**config.mk**
```make
export PLATFORM = sky130hd
export DESIGN_NAME = sata_dev_oob_flat
export DESIGN_NICKNAME = d
export VERILOG_FILES = /design/src/rtl/sata_dev_oob_if.sv /design/src/rtl/sata_dev_oob.sv /design/src/flat_wrapper.sv
export SDC_FILE = /design/constraint.sdc
export NUM_CORES = 1
export LEC_CHECK = 0
export CORE_MARGIN = 5
export CORE_UTILIZATION = 23
export CTS_CLUSTER_SIZE = 25
export DETAILED_ROUTE_END_ITERATION = 10
export PLACE_DENSITY = 0.44
export SLEW_MARGIN = 20
export SYNTH_ARGS = -nofsm -noshare
export SYNTH_HDL_FRONTEND = slang
export SYNTH_SLANG_ARGS = --single-unit
```
**constraint.sdc**
```tcl
create_clock -name i_clk -period 2.6 [get_ports i_clk]
set_input_delay 0.39 -clock i_clk [delete_from_list [all_inputs] [get_ports i_clk]]
set_output_delay 0.39 -clock i_clk [all_outputs]
set_load 0.01 [all_outputs]
```
**src/rtl/sata_dev_oob_if.sv**
```systemverilog
// PHY / link-layer signal bundle for the device-side OOB engine.
// slave: the OOB engine itself; master: the PHY and link layer around it.
interface sata_dev_oob_if;
  logic        i_phy_ready;
  logic        i_rx_cominit;
  logic        i_rx_comwake;
  logic        i_rx_elecidle;
  logic        i_rx_valid;
  logic [32:0] i_rx_data;
  logic        o_tx_elecidle;
  logic        o_tx_cominit;
  logic        o_tx_comwake;
  logic        i_tx_comfinish;
  logic        i_tx_primitive;
  logic [31:0] i_tx_data;
  logic        o_tx_ready;
  logic        o_phy_primitive;
  logic [31:0] o_phy_data;
  logic        o_link_up;

  modport slave (
    input  i_phy_ready, i_rx_cominit, i_rx_comwake, i_rx_elecidle,
    input  i_rx_valid, i_rx_data, i_tx_comfinish, i_tx_primitive, i_tx_data,
    output o_tx_elecidle, o_tx_cominit, o_tx_comwake, o_tx_ready,
    output o_phy_primitive, o_phy_data, o_link_up
  );

  modport master (
    output i_phy_ready, i_rx_cominit, i_rx_comwake, i_rx_elecidle,
    output i_rx_valid, i_rx_data, i_tx_comfinish, i_tx_primitive, i_tx_data,
    input  o_tx_elecidle, o_tx_cominit, o_tx_comwake, o_tx_ready,
    input  o_phy_primitive, o_phy_data, o_link_up
  );
endinterface

```
**src/rtl/sata_dev_oob.sv**
```systemverilog
// Device-side SATA OOB handshake: answers COMRESET with COMINIT, COMWAKE with
// COMWAKE, then sends ALIGN until the host returns MIN_ALIGNS of them.
// All outputs are registered from the next state, so they change on the same
// edge the state register does.
module sata_dev_oob #(
  parameter real         CLOCK_FREQUENCY_HZ = 75e6,
  parameter int unsigned MIN_ALIGNS         = 3
) (
  input  logic          i_clk,
  input  logic          i_reset_n,
  sata_dev_oob_if.slave bus
);

  // ALIGN primitive: K28.5 D10.2 D10.2 D27.3 with the primitive flag set
  localparam logic [32:0] P_ALIGN = {1'b1, 32'hBC4A_4A7B};

  localparam int          TIMEOUT   = $rtoi(873.8e-6 * CLOCK_FREQUENCY_HZ);
  localparam int unsigned CW        = $clog2(TIMEOUT + 1);
  localparam logic [CW-1:0] WD_RELOAD = CW'(TIMEOUT);
  localparam logic [3:0]  MIN_A     = 4'(MIN_ALIGNS);

  typedef enum logic [3:0] {
    DR_RESET          = 4'd0,
    DR_AWAIT_COMRESET = 4'd1,
    DR_AWAIT_CLRRESET = 4'd2,
    DR_ISSUE_COMINIT  = 4'd3,
    DR_AWAIT_COMWAKE  = 4'd4,
    DR_AWAIT_CLRWAKE  = 4'd5,
    DR_ISSUE_COMWAKE  = 4'd6,
    DR_SEND_ALIGN     = 4'd7,
    DR_READY          = 4'd8
  } state_e;

  state_e          state_q, state_d;
  logic [CW-1:0]   wd_q, wd_d;
  logic            timeout_q, timeout_d;
  logic [3:0]      align_q, align_d;
  logic            tx_elecidle_q, tx_elecidle_d;
  logic            tx_cominit_q, tx_cominit_d;
  logic            tx_comwake_q, tx_comwake_d;
  logic            link_up_q, link_up_d;
  logic [32:0]     phy_word_q, phy_word_d;
  logic            rx_align;

  assign rx_align = bus.i_rx_valid && (bus.i_rx_data == P_ALIGN);

  // Count consecutive received ALIGNs while sending ALIGN; invalid cycles are ignored
  always_comb begin
    align_d = align_q;
    if (state_q != DR_SEND_ALIGN) begin
      align_d = '0;
    end else if (rx_align) begin
      if (align_q != MIN_A) align_d = align_q + 4'd1;
    end else if (bus.i_rx_valid) begin
      align_d = '0;
    end
  end

  // Next-state logic; phy_ready loss beats the COMRESET override, which beats everything else
  always_comb begin
    state_d = state_q;
    case (state_q)
      DR_RESET:          if (bus.i_phy_ready) state_d = DR_AWAIT_COMRESET;
      DR_AWAIT_COMRESET: if (bus.i_rx_cominit) state_d = DR_AWAIT_CLRRESET;
      DR_AWAIT_CLRRESET: if (!bus.i_rx_cominit) state_d = DR_ISSUE_COMINIT;
      DR_ISSUE_COMINIT:  if (tx_cominit_q && bus.i_tx_comfinish) state_d = DR_AWAIT_COMWAKE;
      DR_AWAIT_COMWAKE: begin
        if (bus.i_rx_comwake)  state_d = DR_AWAIT_CLRWAKE;
        else if (timeout_q)    state_d = DR_ISSUE_COMINIT;
      end
      DR_AWAIT_CLRWAKE:  if (!bus.i_rx_comwake) state_d = DR_ISSUE_COMWAKE;
      DR_ISSUE_COMWAKE:  if (tx_comwake_q && bus.i_tx_comfinish) state_d = DR_SEND_ALIGN;
      DR_SEND_ALIGN: begin
        if (align_d == MIN_A)  state_d = DR_READY;
        else if (timeout_q)    state_d = DR_AWAIT_COMRESET;
      end
      DR_READY:          if (bus.i_rx_elecidle) state_d = DR_AWAIT_COMRESET;
      default:           state_d = DR_RESET;
    endcase
    if (bus.i_rx_cominit && (state_q != DR_RESET) && (state_q != DR_AWAIT_CLRRESET))
      state_d = DR_AWAIT_CLRRESET;
    if (!bus.i_phy_ready)
      state_d = DR_RESET;
  end

  // Watchdog: runs only while resident in AWAIT_COMWAKE or SEND_ALIGN.
  // Reloading on any state change also covers every entry into those states.
  always_comb begin
    if (((state_q != DR_AWAIT_COMWAKE) && (state_q != DR_SEND_ALIGN)) || (state_d != state_q)) begin
      wd_d      = WD_RELOAD;
      timeout_d = 1'b0;
    end else begin
      wd_d      = (wd_q == '0) ? '0 : wd_q - CW'(1);
      timeout_d = (wd_q <= CW'(1));
    end
  end

  // Output values for the state being entered; the PHY word reloads only once ready is up
  always_comb begin
    tx_cominit_d  = (state_d == DR_ISSUE_COMINIT);
    tx_comwake_d  = (state_d == DR_ISSUE_COMWAKE);
    tx_elecidle_d = !((state_d == DR_SEND_ALIGN) || (state_d == DR_READY));
    link_up_d     = (state_d == DR_READY);
    phy_word_d    = P_ALIGN;
    if (state_d == DR_READY)
      phy_word_d = link_up_q ? {bus.i_tx_primitive, bus.i_tx_data} : phy_word_q;
  end

  // State, counters and registered outputs
  always_ff @(posedge i_clk or negedge i_reset_n) begin
    if (!i_reset_n) begin
      state_q       <= DR_RESET;
      wd_q          <= WD_RELOAD;
      timeout_q     <= 1'b0;
      align_q       <= '0;
      tx_elecidle_q <= 1'b1;
      tx_cominit_q  <= 1'b0;
      tx_comwake_q  <= 1'b0;
      link_up_q     <= 1'b0;
      phy_word_q    <= P_ALIGN;
    end else begin
      state_q       <= state_d;
      wd_q          <= wd_d;
      timeout_q     <= timeout_d;
      align_q       <= align_d;
      tx_elecidle_q <= tx_elecidle_d;
      tx_cominit_q  <= tx_cominit_d;
      tx_comwake_q  <= tx_comwake_d;
      link_up_q     <= link_up_d;
      phy_word_q    <= phy_word_d;
    end
  end

  assign bus.o_tx_elecidle   = tx_elecidle_q;
  assign bus.o_tx_cominit    = tx_cominit_q;
  assign bus.o_tx_comwake    = tx_comwake_q;
  assign bus.o_link_up       = link_up_q;
  assign bus.o_tx_ready      = link_up_q;
  assign bus.o_phy_primitive = phy_word_q[32];
  assign bus.o_phy_data      = phy_word_q[31:0];

endmodule

```
**src/flat_wrapper.sv**
```systemverilog
// flat-port wrapper written by rule: the top's interface ports become plain ports
module sata_dev_oob_flat 
#(
  parameter real         CLOCK_FREQUENCY_HZ = 75e6,
  parameter int unsigned MIN_ALIGNS         = 3
)
  (i_clk, i_reset_n, bus_i_phy_ready, bus_i_rx_cominit, bus_i_rx_comwake, bus_i_rx_elecidle, bus_i_rx_valid, bus_i_rx_data, bus_i_tx_comfinish, bus_i_tx_primitive, bus_i_tx_data, bus_o_tx_elecidle, bus_o_tx_cominit, bus_o_tx_comwake, bus_o_tx_ready, bus_o_phy_primitive, bus_o_phy_data, bus_o_link_up);
  sata_dev_oob_if bus_i ();
  input  logic i_clk;
  input  logic i_reset_n;
  input wire logic [$bits(bus_i.i_phy_ready)-1:0] bus_i_phy_ready;
  input wire logic [$bits(bus_i.i_rx_cominit)-1:0] bus_i_rx_cominit;
  input wire logic [$bits(bus_i.i_rx_comwake)-1:0] bus_i_rx_comwake;
  input wire logic [$bits(bus_i.i_rx_elecidle)-1:0] bus_i_rx_elecidle;
  input wire logic [$bits(bus_i.i_rx_valid)-1:0] bus_i_rx_valid;
  input wire logic [$bits(bus_i.i_rx_data)-1:0] bus_i_rx_data;
  input wire logic [$bits(bus_i.i_tx_comfinish)-1:0] bus_i_tx_comfinish;
  input wire logic [$bits(bus_i.i_tx_primitive)-1:0] bus_i_tx_primitive;
  input wire logic [$bits(bus_i.i_tx_data)-1:0] bus_i_tx_data;
  output wire logic [$bits(bus_i.o_tx_elecidle)-1:0] bus_o_tx_elecidle;
  output wire logic [$bits(bus_i.o_tx_cominit)-1:0] bus_o_tx_cominit;
  output wire logic [$bits(bus_i.o_tx_comwake)-1:0] bus_o_tx_comwake;
  output wire logic [$bits(bus_i.o_tx_ready)-1:0] bus_o_tx_ready;
  output wire logic [$bits(bus_i.o_phy_primitive)-1:0] bus_o_phy_primitive;
  output wire logic [$bits(bus_i.o_phy_data)-1:0] bus_o_phy_data;
  output wire logic [$bits(bus_i.o_link_up)-1:0] bus_o_link_up;
  assign bus_i.i_phy_ready = bus_i_phy_ready;
  assign bus_i.i_rx_cominit = bus_i_rx_cominit;
  assign bus_i.i_rx_comwake = bus_i_rx_comwake;
  assign bus_i.i_rx_elecidle = bus_i_rx_elecidle;
  assign bus_i.i_rx_valid = bus_i_rx_valid;
  assign bus_i.i_rx_data = bus_i_rx_data;
  assign bus_i.i_tx_comfinish = bus_i_tx_comfinish;
  assign bus_i.i_tx_primitive = bus_i_tx_primitive;
  assign bus_i.i_tx_data = bus_i_tx_data;
  assign bus_o_tx_elecidle = bus_i.o_tx_elecidle;
  assign bus_o_tx_cominit = bus_i.o_tx_cominit;
  assign bus_o_tx_comwake = bus_i.o_tx_comwake;
  assign bus_o_tx_ready = bus_i.o_tx_ready;
  assign bus_o_phy_primitive = bus_i.o_phy_primitive;
  assign bus_o_phy_data = bus_i.o_phy_data;
  assign bus_o_link_up = bus_i.o_link_up;
  sata_dev_oob #(.CLOCK_FREQUENCY_HZ(CLOCK_FREQUENCY_HZ), .MIN_ALIGNS(MIN_ALIGNS)) u_core (.i_clk(i_clk), .i_reset_n(i_reset_n), .bus(bus_i));
endmodule
```
==> flow_summary.yaml <==
yosys:
  synthDistinctLibCells: 60
  synthArstFlopShare_pct: 100
  synth_seq_area_share_pct: 49.8
  synth_seq_cells: 62
  postSynthNetCount: 377
  syn_avg_cell_area_um2: 10.7
  ys_warn_count: 0
  syn_inst: 299
  yosys_most_used_dff: "dfstp_2"
  synth_edf_count: 0
  synthesis.area_um2: 3200
floorplanning:
  fp.dieW_um: 128
  core_area_um2: 13800
  rows: 43
  die_area_um2: 16400
  start_util_pct: 23.3
  fp.dieH_um: 128
  io_pins: 112
critical_path:
  critPathLaunchType: "flop"
  cpPeakStageDelay_ns: 0.42
  end_kind: "flop"
  crit_path_top_delay_cell: "dfrtp_1"
  crit_path_cell_trace: "ha_1 -> nand2b_1 -> a2111oi_0 -> and3_1 -> a211oi_4 -> nor3_2 -> buf_4 -> o21ai_0"
  worstPathMaxFanout: 8
  cp_num_buf_inv: 1
  path_delay_family: "simple AND/OR/NAND/NOR gates"
  required_ns: 2.83
  arrival_ns: 2.45
  crit_type: "flop to flop"
cells_and_area:
  final_cell_mix: "110 x clkdlybuf4s50_1, 35 x dfstp_2, 33 x mux2i_1, 30 x nand2_1, 30 x nor2_1"
  layout_commonest_cell: "clkdlybuf4s50_1"
  drive_gt1_share_pct: 18.3
  final_util_pct: 35.1
  final_area_um2: 4840
  design.final.nets: 493
  antenna_cells: 0
  fin_cells: 600
  areaGrowthSynthToFinish_pct: 50.9
global_routing:
  antenna_found_initial: 0
  overflow: 0
  track_usage_pct: 10.6
  grt_max_degree: 37
  grt_pass1_wl_um: 13900
  grt_pass1_vias: 2731
route:
  vias: 2589
  wl_met3_um: 455
  drt-total-wl_um: 8600
  route.detailed.drc: 0
  drt_iter0_markers: 95
  ant_nets: 0
  route.detailed.wl_per_inst_um: 14.3
  vias_per_cell: 4.32
  top_layer_used: "met4"
  first_pass_iters: 4
  wl_met1_um: 3790
  dr_wl_met2_um: 4190
clock_tree:
  cts_root_buf: "clkbuf_16"
  clkTransAtPathRegs_ns: 0.05
  clock_latency_ns: 0.32
  cts-buffers-inserted: 9
  htree_levels: 3
  clock-sinks: 62
  postCtsHoldBufs: 0
  cts.path.max_buffers: 2
  cts_tree: "built"
  postCtsSetupRepairBufs: 0
  cts_resized: 0
sta:
  hold_viol: 0
  maxSlewViolCount: 0
  tightest_slew_ns: 0.647
  fmax_mhz: 449
  clock_skew_ns: 0.00554
  slew_headroom_pct: 56.8
  finalCriticalPeriod_ns: 2.23
  setup_ws_ns: 0.372
  fin_setup_tns_ns: 0
  rsz0062_at_grt: "false"
  finalCritPeriodShare_pct: 85.7
  setup-violations-final: 0
  whs_ns: 0.0962
placed_design:
  placed_area_um2: 4550
  place.port_buffers: 111
  dp_hpwl_um: 6420
  placedCellCount: 584
  dp_slack_ns: 0.0466
  gp_congestion: 0.767
pwr:
  ir_drop_mv: 0.343
  power_density_nw_per_um2: 483
  power_mw: 2.33
  p_leak_nw: 1.76
worst_hold_path:
  hold_path.class: "input pin to asynchronous set/reset pin"
run_status:
  status: "finished, final reports clean"
job:
  cap_viol_max_count: 0
[final cells by class]
| cell class | instances | area [um2] |
|---|---|---|
| inverter | 11 | 41.3 |
| sequential | 62 | 1600 |
| multi-input combinational | 213 | 1490 |
| timing repair buffer | 118 | 1200 |
| clock buffer | 12 | 236 |
| tap | 180 | 225 |
| clock inverter | 4 | 47.5 |
| fill | 1436 | 8940 |
[Yosys cell counts, drive strengths merged (2+ instances only)]
cell    count  share of area [%]
xnor2      11                3.0
nor4        5                1.8
ha          4                1.6
inv        11                1.3
nand4       3               0.59
a21boi      2               0.47
xor2        5                1.4
nor2       31                3.7
o21ai      22                3.9
a211oi      3                1.1
nor2b       3               0.59
nand4b      2                1.0
nand2      30                3.5
or3         2               0.55
nor3       10                1.9
nand3       4               0.62
o21a        3               0.74
a31oi       2               0.39
nand2b      5               0.98
dfrtp      27                 21
a21oi       6                1.1
mux2i      33                 10
nand3b      3               0.70
clkbuf      4               0.47
nor3b       3               0.86
buf         9                1.9
nor4bb      2               0.62
nor4b       3                1.0
dfstp      35                 29
or2         3               0.59
[cell families after synthesis]
group	count (synthesis)	share of synthesized area, %
flip-flops	62	49.8
multiplexers	34	10.7
AO/OA/AOI/OAI	44	9.18
AND/OR/NAND/NOR	115	20.8
XOR/XNOR	16	4.37
buffers and inverters	24	3.63
adder cells (fa/ha/maj)	4	1.56
[flip-flops by register name, indices dropped and copies added (netlist names)]
register / cells
u_core.align_q: 4
u_core.bus.o_tx_elecidle: 1
u_core.state_q: 4
u_core.bus.o_link_up: 1
u_core.wd_q: 16
u_core.bus.o_tx_comwake: 1
u_core.bus.o_tx_cominit: 1
u_core.phy_word_q: 33
u_core.timeout_q: 1
[report_power, final]
group | switching, mW | internal (mW)
logic | 0.0695 | 0.130
registers | 0.0158 | 0.974
clock network | 0.406 | 0.738
total | 0.491 | 1.84
[worst register-to-register path, delay by kind of cell, from the launching register on]
family	cells	cell delay, ns
AO/OA/AOI/OAI	3	0.53
AND/OR/NAND/NOR	3	0.72
buffers and inverters	1	0.21
adder cells (fa/ha/maj)	1	0.25
flip-flops	1	0.42
[path summary, 6_finish.rpt]
check / from / end / slack, ns / cells past startpoint
hold / removal: i_reset_n / u_core.state_q[3]$_DFF_PN0_ / 0.1 / 1
min in group i_clk: u_core.phy_word_q[13]$_DFFE_PN0P_ / u_core.phy_word_q[13]$_DFFE_PN0P_ / 0.52 / 2
max in group asynchronous: i_reset_n / u_core.wd_q[13]$_DFF_PN1_ / 1.80 / 2
setup / recovery: u_core.align_q[0]$_DFF_PN0_ / u_core.wd_q[5]$_DFF_PN1_ / 0.37 / 8
hold reg to reg: u_core.phy_word_q[13]$_DFFE_PN0P_ / u_core.phy_word_q[13]$_DFFE_PN0P_ / 0.52 / 2
setup reg to reg: u_core.align_q[0]$_DFF_PN0_ / u_core.wd_q[5]$_DFF_PN1_ / 0.37 / 8
[metal layers]
| layer | up-vias | global-route usage [%] |
|---|---|---|
| met2 | 62 | 17.1 |
| met1 | 1239 | 13.3 |
| li1 | 1280 | - |
| met3 | 8 | 2.33 |
| met5 | - | 0 |
| met4 | 0 | 5.06 |
(Power assumes the default switching activity.)
